File: src/rtl/j1_boot_loader.sv
// j1_boot_loader: loads a J1 program image from a UART byte stream into program RAM.
// Stream is count (LE), N words low byte first, then an XOR checksum; the CPU stays in reset until the image checks out.
module j1_boot_loader #(
    parameter logic [23:0] TIMEOUT = 24'd1_000_000
) (
    input  logic        sys_clk_i,
    input  logic        sys_rst_n_i,
    input  logic [7:0]  rx_data,
    input  logic        rx_valid,
    output logic        rx_ready,
    input  logic        boot_req_i,
    output logic        cpu_rst_o,
    output logic        ram_we,
    output logic [12:0] ram_addr,
    output logic [15:0] ram_wdata,
    output logic        busy_o,
    output logic        err_o,
    output logic [1:0]  err_code_o
);

    typedef enum logic [2:0] {
        S_CNT_LO,
        S_CNT_HI,
        S_DAT_LO,
        S_DAT_HI,
        S_CSUM,
        S_RUN,
        S_ERR
    } state_t;

    localparam logic [1:0]  E_NONE    = 2'd0;
    localparam logic [1:0]  E_COUNT   = 2'd1;
    localparam logic [1:0]  E_CSUM    = 2'd2;
    localparam logic [1:0]  E_TIMEOUT = 2'd3;
    localparam logic [23:0] TMO_LAST  = TIMEOUT - 24'd1;
    localparam logic [15:0] MAX_WORDS = 16'd8192;

    state_t      r_state;
    logic        r_rx_ready;
    logic        r_cpu_rst;
    logic        r_ram_we;
    logic [12:0] r_ram_addr;
    logic [15:0] r_ram_wdata;
    logic        r_err;
    logic [1:0]  r_err_code;
    logic [7:0]  r_cnt_lo;
    logic [7:0]  r_dat_lo;
    logic [7:0]  r_xor;
    logic [13:0] r_nwords;
    logic [13:0] r_idx;
    logic [23:0] r_tmo;

    state_t      w_state_nxt;
    logic [1:0]  w_code_nxt;
    logic        w_xfer;
    logic        w_timed;
    logic        w_tmo_hit;
    logic        w_last_word;
    logic [15:0] w_count;

    function automatic logic is_rx_state(input state_t s);
        return (s == S_CNT_LO) || (s == S_CNT_HI) || (s == S_DAT_LO) ||
               (s == S_DAT_HI) || (s == S_CSUM);
    endfunction

    assign w_xfer      = rx_valid && r_rx_ready;
    assign w_count     = {rx_data, r_cnt_lo};
    assign w_timed     = is_rx_state(r_state) && (r_state != S_CNT_LO);
    assign w_tmo_hit   = w_timed && (r_tmo == TMO_LAST);
    // Index is 14 bits so the compare against N=8192 never aliases.
    assign w_last_word = (r_idx + 14'd1) == r_nwords;

    always_comb begin
        w_state_nxt = r_state;
        w_code_nxt  = r_err_code;
        if (boot_req_i) begin
            w_state_nxt = S_CNT_LO;
            w_code_nxt  = E_NONE;
        end else begin
            case (r_state)
                S_CNT_LO: begin
                    if (w_xfer) w_state_nxt = S_CNT_HI;
                end
                S_CNT_HI: begin
                    if (w_xfer) begin
                        if ((w_count != 16'd0) && (w_count <= MAX_WORDS)) begin
                            w_state_nxt = S_DAT_LO;
                        end else begin
                            w_state_nxt = S_ERR;
                            w_code_nxt  = E_COUNT;
                        end
                    end else if (w_tmo_hit) begin
                        w_state_nxt = S_ERR;
                        w_code_nxt  = E_TIMEOUT;
                    end
                end
                S_DAT_LO: begin
                    if (w_xfer) begin
                        w_state_nxt = S_DAT_HI;
                    end else if (w_tmo_hit) begin
                        w_state_nxt = S_ERR;
                        w_code_nxt  = E_TIMEOUT;
                    end
                end
                S_DAT_HI: begin
                    if (w_xfer) begin
                        w_state_nxt = w_last_word ? S_CSUM : S_DAT_LO;
                    end else if (w_tmo_hit) begin
                        w_state_nxt = S_ERR;
                        w_code_nxt  = E_TIMEOUT;
                    end
                end
                S_CSUM: begin
                    if (w_xfer) begin
                        if (rx_data == r_xor) begin
                            w_state_nxt = S_RUN;
                        end else begin
                            w_state_nxt = S_ERR;
                            w_code_nxt  = E_CSUM;
                        end
                    end else if (w_tmo_hit) begin
                        w_state_nxt = S_ERR;
                        w_code_nxt  = E_TIMEOUT;
                    end
                end
                default: begin
                    w_state_nxt = r_state;
                end
            endcase
        end
    end

    always_ff @(posedge sys_clk_i or negedge sys_rst_n_i) begin
        if (!sys_rst_n_i) begin
            r_state     <= S_CNT_LO;
            r_rx_ready  <= 1'b0;
            r_cpu_rst   <= 1'b1;
            r_ram_we    <= 1'b0;
            r_ram_addr  <= 13'd0;
            r_ram_wdata <= 16'd0;
            r_err       <= 1'b0;
            r_err_code  <= E_NONE;
            r_cnt_lo    <= 8'd0;
            r_dat_lo    <= 8'd0;
            r_xor       <= 8'd0;
            r_nwords    <= 14'd0;
            r_idx       <= 14'd0;
            r_tmo       <= 24'd0;
        end else begin
            // Status outputs are registered copies of the next state.
            r_state    <= w_state_nxt;
            r_rx_ready <= is_rx_state(w_state_nxt);
            r_cpu_rst  <= (w_state_nxt != S_RUN);
            r_err      <= (w_state_nxt == S_ERR);
            r_err_code <= (w_state_nxt == S_ERR) ? w_code_nxt : E_NONE;
            r_ram_we   <= 1'b0;

            if (boot_req_i) begin
                r_idx <= 14'd0;
                r_xor <= 8'd0;
                r_tmo <= 24'd0;
            end else begin
                if (w_xfer || (w_state_nxt != r_state) || !w_timed) begin
                    r_tmo <= 24'd0;
                end else begin
                    r_tmo <= r_tmo + 24'd1;
                end

                if (w_xfer) begin
                    case (r_state)
                        S_CNT_LO: r_cnt_lo <= rx_data;
                        S_CNT_HI: r_nwords <= w_count[13:0];
                        S_DAT_LO: begin
                            r_dat_lo <= rx_data;
                            r_xor    <= r_xor ^ rx_data;
                        end
                        S_DAT_HI: begin
                            r_xor       <= r_xor ^ rx_data;
                            r_ram_we    <= 1'b1;
                            r_ram_addr  <= r_idx[12:0];
                            r_ram_wdata <= {rx_data, r_dat_lo};
                            r_idx       <= r_idx + 14'd1;
                        end
                        default: ;
                    endcase
                end
            end
        end
    end

    assign rx_ready   = r_rx_ready;
    assign busy_o     = r_rx_ready;
    assign cpu_rst_o  = r_cpu_rst;
    assign ram_we     = r_ram_we;
    assign ram_addr   = r_ram_addr;
    assign ram_wdata  = r_ram_wdata;
    assign err_o      = r_err;
    assign err_code_o = r_err_code;

endmodule

File: config.mk
export PLATFORM = sky130hd
export DESIGN_NAME = j1_boot_loader
export DESIGN_NICKNAME = d
export VERILOG_FILES = /design/src/rtl/j1_boot_loader.sv
export SDC_FILE = /design/constraint.sdc
export NUM_CORES = 1
export LEC_CHECK = 0
export ABC_AREA = 1
export CELL_PAD_IN_SITES_DETAIL_PLACEMENT = 0
export CELL_PAD_IN_SITES_GLOBAL_PLACEMENT = 1
export CORE_MARGIN = 3
export CORE_UTILIZATION = 43
export DETAILED_ROUTE_END_ITERATION = 10
export PLACE_DENSITY_LB_ADDON = 0.05
export SETUP_SLACK_MARGIN = 0.05
export SLEW_MARGIN = 0
export SYNTH_ARGS = -nofsm -noshare
export SYNTH_HDL_FRONTEND = slang
export SYNTH_SLANG_ARGS = --single-unit
File: constraint.sdc
create_clock -name sys_clk_i -period 2.8 [get_ports sys_clk_i]
set_clock_uncertainty 0.2 [all_clocks]
set_input_delay 0.56 -clock sys_clk_i [delete_from_list [all_inputs] [get_ports sys_clk_i]]
set_output_delay 0.56 -clock sys_clk_i [all_outputs]
set_load 0.05 [all_outputs]
Yosys cells after proc, flatten, opt, wreduce, memory -nomap -nowiden:

Cells that the tools add are included.

* input port bits: 12
* output and inout port bits: 36
* word-level logic and storage cells: 98
* flip-flop bits (word level): 114

* bitwise logic cells: 2
* add/sub/neg operators: 2
* equal/unequal tests: 18
* muxes and demuxes: 31
* reduce and logical (&&, ||, !) cells: 30
* magnitude comparators: 1

Operator list (number)
* 24-bit 2-to-1 mux: 2
* 14-bit 2-to-1 mux: 3
* 3-bit 2-to-1 mux: 9
* 24-bit by 1-bit adder with 24-bit output, second input constant: 1
* 24-bit by 20-bit == test with 1-bit output, second input constant: 1
* 8-bit 2-to-1 mux: 3
* 2-bit 2-to-1 mux: 9
* 16-bit by 14-bit <= comparator with 1-bit output, second input constant: 1
* 16-bit nonzero test: 1
* 3-bit one-hot mux with 5 select lines: 1
* 14-bit by 1-bit adder with 14-bit output, second input constant: 1
* 14-bit == test: 1
* 3-bit by 2-bit == test with 1-bit output, second input constant: 4
* 3-bit AND reduction: 4
* 1-bit logical OR: 10
* 5-bit != test, second input constant: 2
* 3-bit == test, second input constant: 3
* 8-bit == test: 1
* 8-bit XOR: 1
* 3-bit by 1-bit == test with 1-bit output, second input constant: 2
* 3-bit logical NOT: 2
* 6-bit by 2-bit != test with 1-bit output, second input constant: 1
* 2-bit one-hot mux with 3 select lines: 1
* 2-bit nonzero test: 3
* 11 further kinds: 17

Depth between registers and ports, before layout:

* word-level depth: 16
* depth in mapped cells: 21
* depth with buffers taken out: 20

Least setup slack after synthesis:

No wires, ideal clock.

* path type: register -> register
* start point: register r_rx_ready (netlist: busy_o)
* end point: register r_tmo[12]
* clock period less this slack: 2458 ps
* arrival: 2136 ps
* stages on the path, launching flop included: 19
* slack: 342 ps
* path through: dfrtp_1 -> nand2_2 -> inv_1 -> nand3_1 -> nor2_1 -> nand3_1 -> nor2_1 -> nand3_1 -> nor2_1 -> nand3_1 -> nand2_1 -> nand2_1 -> nand2_1 -> nand3_1 -> nand2_1 -> inv_2 -> nand2_4 -> buf_6 -> nor2_2

* cells in the longest elaborated chain, start to end: 9

RTL lines
* start: declaration: RTL line 39 `logic r_rx_ready;`
* start signal: assignment: RTL line 152 `r_rx_ready <= is_rx_state(w_state_nxt);`
* 1-bit logical AND *: RTL line 66 `assign w_xfer = rx_valid && r_rx_ready;`
* 3-bit 2-to-1 mux (on tied branches)
* 3-bit one-hot mux with 5 select lines: RTL line 80 `case (r_state)`
* 3-bit 2-to-1 mux: RTL line 76 `if (boot_req_i) begin`
* 3-bit != test: RTL line 163 `if (w_xfer || (w_state_nxt != r_state) || !w_timed) begin`
* 1-bit logical OR * (2 in a row): RTL line 163
* 24-bit 2-to-1 mux *: RTL line 163
* 24-bit 2-to-1 mux *: RTL line 158 `if (boot_req_i) begin`
* end signal: assignment: RTL line 166 `r_tmo <= r_tmo + 24'd1;`
* end: declaration: RTL line 51 `logic [23:0] r_tmo;`

Every way passes the cells marked *; elsewhere a longest branch is shown, timed or not.
A chain may end at the register's enable or synchronous reset.

Final worst setup path:

* start point: register r_idx[1]
* end point: register r_tmo[2]

* cells in the longest elaborated chain, start to end: 11

RTL lines
* start: declaration: RTL line 50 `logic [13:0] r_idx;`
* start signal: assignment: RTL line 182 `r_idx <= r_idx + 14'd1;`
* 14-bit by 1-bit adder with 14-bit output: RTL line 71 `assign w_last_word = (r_idx + 14'd1) == r_nwords;`
* 14-bit == test: RTL line 71
* 3-bit 2-to-1 mux: RTL line 107 `w_state_nxt = w_last_word ? S_CSUM : S_DAT_LO;`
* 3-bit 2-to-1 mux: RTL line 106 `if (w_xfer) begin`
* 3-bit one-hot mux with 5 select lines: RTL line 80
* 3-bit 2-to-1 mux: RTL line 76
* 3-bit != test: RTL line 163
* 1-bit logical OR (2 in a row): RTL line 163
* 24-bit 2-to-1 mux: RTL line 163
* 24-bit 2-to-1 mux: RTL line 158

No other way between the ends.

==> results.txt <==
status - finished clean
cell mode on critical path - nand2_1
Seq/Total Area, Yosys - 50.5%
first-pass GRT wire length - 24.0 mm
port bufs - 47
Relative slew margins - 61.7%
Syn-to-layout area delta - 27.5%
routed len/inst - 14.2 um
Synth Register Bits - 114
height of the die - 121 um
Worst IR Drop VDD - 0.369 mV
vias in the first global route - 4,937
Mapped Area - 5650 um2
gpl congestion - 0.894
Worst R2R Start - r_idx[1]
Worst path slowest cell - dfrtp_1
Yosys top cell area share - 50.0%
Max Cap Viol - 0
Max stage delay on crit path - 0.39 ns
Worst EP required - 2.89 ns
crit path capture type - register
total power - 0.00477 W
RSZ-0062 raised after global routing - no
Synth cell types - 36
synth warn - 0
Detail Route Antenna Nets - 0
Pre-antenna DRT Iters - 5
CP delay by family, top - simple AND/OR/NAND/NOR gates
DRC viols - 0
Bufs and invs on worst path - 2
vias per inst - 5.06
TritonCTS clock tree - done
Worst setup SP type - register
Avg Cell Area, Syn - 7.94 um2
Least-Margin Pin Slew - 0.572 ns
DIE WIDTH - 121 um
leak pwr - 3.20 nW
Root Driver - clkbuf_16
DRT iter0 DRCs - 270
Routed WL - 14.0 mm
DP Cell Count - 948
ratio of cells with drive above 1 in the final layout - 13.7%
crit share post-route - 92.2%
boundary pin count - 48
CTS Buf Count - 17
worst min-delay path category - register to register
antenna violations before repair - 0
critical path class - register to register
final cell count without fillers - 983
# rows - 41
CTS max path bufs - 2
crit path DAT - 2.67 ns
Initial Utilization - 44.4%
R2R depth - 20
post-layout instance area - 7200 um2
# clock sinks - 114
critical path peak fanout - 12
flop-to-flop setup slack - 0.22 ns
hold path depth - 1
# setup viols final - 0
die area - 14,600 um2
crit-path cells - ha_4 > nand2_4 > nor2_4 > nand2_1 > nand2_1 > nand2_1 > nand2_1 > nand2_1 > inv_1 > nand3_1 > nor2_1 > nand3_2 > nand2_1 > nand2_1 > nand2_1 > nand3_1 > nand2_1 > inv_2 > nand2_8 > nor2_1
hold endpoint - r_tmo[0]
Final Net Count - 812
Min Clock Period, post-route - 2.58 ns
total gr overflow - 0
DP Wirelength - 10.2 mm
clock-pin slew on the worst setup and hold paths - 0.05 ns
final slew viol count - 0
Area after DPL - 6520 um2
Clk Latency, worst-skew pair - 0.41 ns
Syn Nets - 726
largest cells by area after synthesis - dfrtp_1, nand2_1, o21ai_0
H-tree levels - 4
Fin. Hold Viols - 0
P per Cell Area - 663 nW/um2
biggest area consumer among synthesized cells - dfrtp_1
worst min-delay path startpoint - r_tmo[0]
Cells after Synth - 712
largest net degree at the start of global routing - 43
Setup TNS Final - 0 ns
GRT Overall Usage - 20.8%
Max Freq - 0.387 GHz
core area - 12,700 um2
R2R Path End - r_tmo[2]
Vias - 4,976
ANT cells - 0
-- flip-flops by register name, summed over array words and instances (netlist names) --
signal      cells
r_idx          14
cpu_rst_o       1
ram_wdata      16
r_state         3
r_tmo          24
ram_addr       13
r_xor           8
r_nwords       14
r_dat_lo        8
err_o           1
ram_we          1
err_code_o      2
r_cnt_lo        8
busy_o          1
-- cells by family after synthesis --
group                    Yosys count  synth area share [%]
AND/OR/NAND/NOR                  385                  30.0
flip-flops                       114                  50.5
AO/OA/AOI/OAI                     95                  9.01
buffers and inverters             94                  6.58
XOR/XNOR                          22                  3.41
adder cells (fa/ha/maj)            2                 0.443
-- layer usage --
layer | vias to the layer above | wire length (um) | track usage (%)
met5 | - | 0 | 0
met1 | 2372 | 6400 | 27.7
li1 | 2487 | - | -
met3 | 20 | 573 | 4.72
met2 | 97 | 6780 | 33.5
met4 | 0 | 233 | 7.72
-- report_power, final --
group | switching, W | total (W) | internal, W | leakage, nW
combinational | 0.000450 | 0.000707 | 0.000256 | 1.39
sequential | 0.000124 | 0.00195 | 0.00183 | 1.54
clock | 0.000795 | 0.00211 | 0.00132 | 0.274
total | 0.00137 | 0.00477 | 0.00341 | 3.20
-- Yosys cell counts (all sizes together) --
| cell type | instances |
|---|---|
| nor3 | 8 |
| clkinv | 2 |
| o21ai | 68 |
| nand3 | 51 |
| nand2 | 200 |
| o211ai | 1 |
| xnor2 | 12 |
| o22ai | 15 |
| nor4 | 3 |
| or3 | 1 |
| nand3b | 6 |
| o21bai | 1 |
| nor2 | 99 |
| and2 | 1 |
| nand4 | 16 |
| dfrtp | 113 |
| a211o | 1 |
| a21oi | 7 |
| clkbuf | 12 |
| o221ai | 1 |
| inv | 76 |
| ha | 2 |
| xor2 | 10 |
| buf | 4 |
| a22oi | 1 |
| dfstp | 1 |
-- cell type report --
class | count | area [um2]
flip-flops and latches | 114 | 2850
clock buffers | 18 | 429
repair buffers | 82 | 746
well taps | 172 | 215
inverters | 78 | 293
clock inverters | 14 | 156
fillers | 1265 | 5520
multi-input cells | 505 | 2510
-- cells in the final DEF, fill, tap and decap left out, types with 12 or more instances in the layout --
cell type | netlist | final
nand2_1 | 194 | 193
dfrtp_1 | 113 | 113
inv_1 | 75 | 75
nor2_1 | 74 | 70
o21ai_0 | 65 | 65
nand3_1 | 50 | 49
clkdlybuf4s50_1 | 0 | 46
buf_4 | 1 | 34
nor2_2 | 23 | 25
clkbuf_16 | 0 | 17
nand4_1 | 15 | 15
o22ai_1 | 15 | 15
xnor2_1 | 12 | 12
-- through the flow --
stage / hold slack, ns / utilization (%) / setup WS (ns)
finish: 0.261 / 56.6 / 0.218
global route: 0.290 / 56.6 / 0.0342
CTS: 0.266 / 56.0 / 0.0741
detailed placement: 0.258 / 51.2 / -0.210
global placement: 0.248 / 51.2 / -0.142
floorplan: 0.0644 / - / 0.342
-- worst register-to-register path, delay by kind of cell, from the launching register on --
family                   cells  cell delay [ns]
AND/OR/NAND/NOR             17             1.55
flip-flops                   1             0.39
adder cells (fa/ha/maj)      1             0.17
buffers and inverters        2             0.17
-- worst max-delay path by stage --
stage	startpoint	endpoint	slack, ns	cells past startpoint
2_1_floorplan	busy_o	r_tmo[12]	0.34	18
3_3_place_gp	rx_data[2]	r_tmo[2]	-0.14	16
3_5_place_dp	rx_valid	r_tmo[2]	-0.21	18
4_1_cts	r_idx[0]	r_tmo[2]	0.07	18
5_1_grt	r_idx[0]	r_tmo[2]	0.03	20
6_report	r_idx[1]	r_tmo[2]	0.22	20
-- timing repair --
item                       4_1_cts  5_1_grt
gates cloned                     0        1
hold buffers                     1        0
gates resized for setup          1       15
setup endpoints to repair       24       28
setup buffers                    0        1
hold endpoints to repair        23        0
pin swaps                        0        6
No activity file was read; power rests on OpenSTA's default activity.
==> RTL edit, RTL diff (same settings) <==
Encoding of `state_t`: now one-hot (7 bits for 7 states).
--- a/src/rtl/j1_boot_loader.sv
+++ b/src/rtl/j1_boot_loader.sv
@@ -19,12 +19,12 @@
 );
 
-    typedef enum logic [2:0] {
-        S_CNT_LO,
-        S_CNT_HI,
-        S_DAT_LO,
-        S_DAT_HI,
-        S_CSUM,
-        S_RUN,
-        S_ERR
+    typedef enum logic [6:0] {
+        S_CNT_LO = 7'b0000001,
+        S_CNT_HI = 7'b0000010,
+        S_DAT_LO = 7'b0000100,
+        S_DAT_HI = 7'b0001000,
+        S_CSUM   = 7'b0010000,
+        S_RUN    = 7'b0100000,
+        S_ERR    = 7'b1000000
     } state_t;
 
Formal check against the unedited RTL: same outputs for any inputs over 4 cycles, from zero or initial values and one cycle with sys_rst_n_i low; so few cycles prove little.
==> RTL edit against the original RTL <==
Final area grew 11%. Sequential cell count up 4. Via count grew 10%. Critical path depth fell by 1. Core utilization is 0.17 points higher. Routed wire length up 20%. Maximum frequency increased by 0.53%. Synthesized cell count rose by 12%. Largest cell class unchanged. Setup slack improved by 14 ps. Area after synthesis grew 11%.
Power is not compared: it rests on default switching activity, and its combinational part moved more than twofold at a synthesized area within 25%.
==> RTL edit: results (changes against the original RTL) <==
metric	value	unit	change
status	complete, no violations		unchanged
p_leak	3.62	nW	
first_global_vias	5688		was 4937
place_inst	1047		was 948
hold_start	ram_wdata[2]		was r_tmo[0]
holdPathStages	2		was 1
h-tree-depth	4		unchanged
vias_per_cell	5.06		about the same
synthTopCellsByArea	dfrtp_1, nand2_1, inv_1		was dfrtp_1, nand2_1, o21ai_0
synth_async_sr_flop_share	100	%	unchanged
diodes	0		unchanged
reg2reg_from	r_idx[1]		unchanged
hpwl	12500	microns	was 10200 microns
synth_edf_count	0		unchanged
drive_above_1_share	17.3	%	was 13.7%
postSynthAreaPerCell	7.86	sq um	was 7.94 sq um
fin_cells	1086		was 983
r2r_cells	19		was 20
power.total	6.04	mW	
met3_usage	5.05	%	was 4.72%
critPathArrivalTime	2710	ps	was 2670 ps
wire_per_inst	15.5	microns	was 14.2 microns
antenna_found_initial	0		unchanged
nFillCells	1330		was 1265
seq_area_frac_synth	47.1	%	was 50.5%
slowest_delay	370	ps	was 390 ps
yosysWarningCount	0		unchanged
worstHoldEndpoint	ram_wdata[2]		was r_tmo[0]
grt_pass1_wl	28100	microns	was 24000 microns
clk-insertion-delay-late	410	ps	about the same
grt_max_degree	61		was 43
track_usage	22.0	%	was 20.8%
drtPass1Iterations	4		was 5
crit_family	simple AND/OR/NAND/NOR gates		unchanged
setup_slack	232	ps	was 218 ps
worstPathMaxFanout	4		was 12
hold_slack	267	ps	was 261 ps
largest-register	r_tmo		unchanged
place_congestion	0.961		was 0.894
fin_nets	908		was 812
place_area	7210	sq um	was 6520 sq um
r2r_end	err_code_o[0]		was r_tmo[2]
grt_use_met2	37.9	%	was 33.5%
yosysUniqueCellTypes	37		was 36
cp_slowest_cell	dfrtp_1		unchanged
tightest_slew	579	ps	was 572 ps
ir_worst_vdd	0.000707	V	
yosys-top-cells-count	nand2_1, dfrtp_1, inv_1		unchanged
use_met1	27.2	%	was 27.7%
sw_frac_of_total	32.6	%	
drt_iter0_drc	277		was 270
pre_cts_slack	-291	ps	was -210 ps
syn_nets	812		was 726
seq_power	2.09	mW	
-- RTL edit: changes by cell type in the layout (fill, tap and decap cells not counted), sizes merged, moves of 6 or more --
cell   unedited run  this run
inv              80       115
nand2           201       217
nand3            51        64
buf              35        47
nand4            16        23
xnor2            12         6
-- RTL edit: final cells by class --
class,count,area (sq um),share of cell area (%)
clock inverters,10,153,1.91
repair buffers,94,877,11.0
well taps,180,225,2.81
multi-input cells,548,2900,36.2
inverters,115,434,5.42
flip-flops and latches,118,2960,36.9
clock buffers,21,460,5.75
-- RTL edit: worst max-delay path by stage --
stage | start | end | slack, ps
2_1_floorplan | busy_o | err_code_o[1] | 500
3_3_place_gp | rx_data[1] | err_code_o[1] | -260
6_report | r_idx[1] | err_code_o[0] | 230
3_5_place_dp | rx_data[1] | err_code_o[0] | -290
5_1_grt | r_idx[1] | err_code_o[0] | -9
4_1_cts | r_idx[0] | err_code_o[0] | 90
-- RTL edit: timing repair --
item | in CTS | in global routing
gates resized for setup | 3 | 28
gates cloned | 0 | 2
endpoints found under the hold margin | 41 | 0
pin swaps | 1 | 19
endpoints found under the setup margin | 5 | 28
setup buffers | 1 | 5
hold buffers | 1 | 0
-- RTL edit: layer usage --
| metal | wire length [microns] | up-vias | part of all wire (%) |
|---|---|---|---|
| li1 | - | 2755 | - |
| met5 | 0 | - | 0 |
| met1 | 7320 | 2606 | 44 |
| met4 | 365 | 0 | 2.2 |
| met3 | 516 | 28 | 3.1 |
| met2 | 8600 | 102 | 51 |
-- RTL edit: cells by family after synthesis --
logic type	after synthesis	synth area share (%)
AND/OR/NAND/NOR	427	32.5
flip-flops	118	47.1
XOR/XNOR	20	2.79
AO/OA/AOI/OAI	97	8.44
buffers and inverters	134	8.72
adder cells (fa/ha/maj)	2	0.399
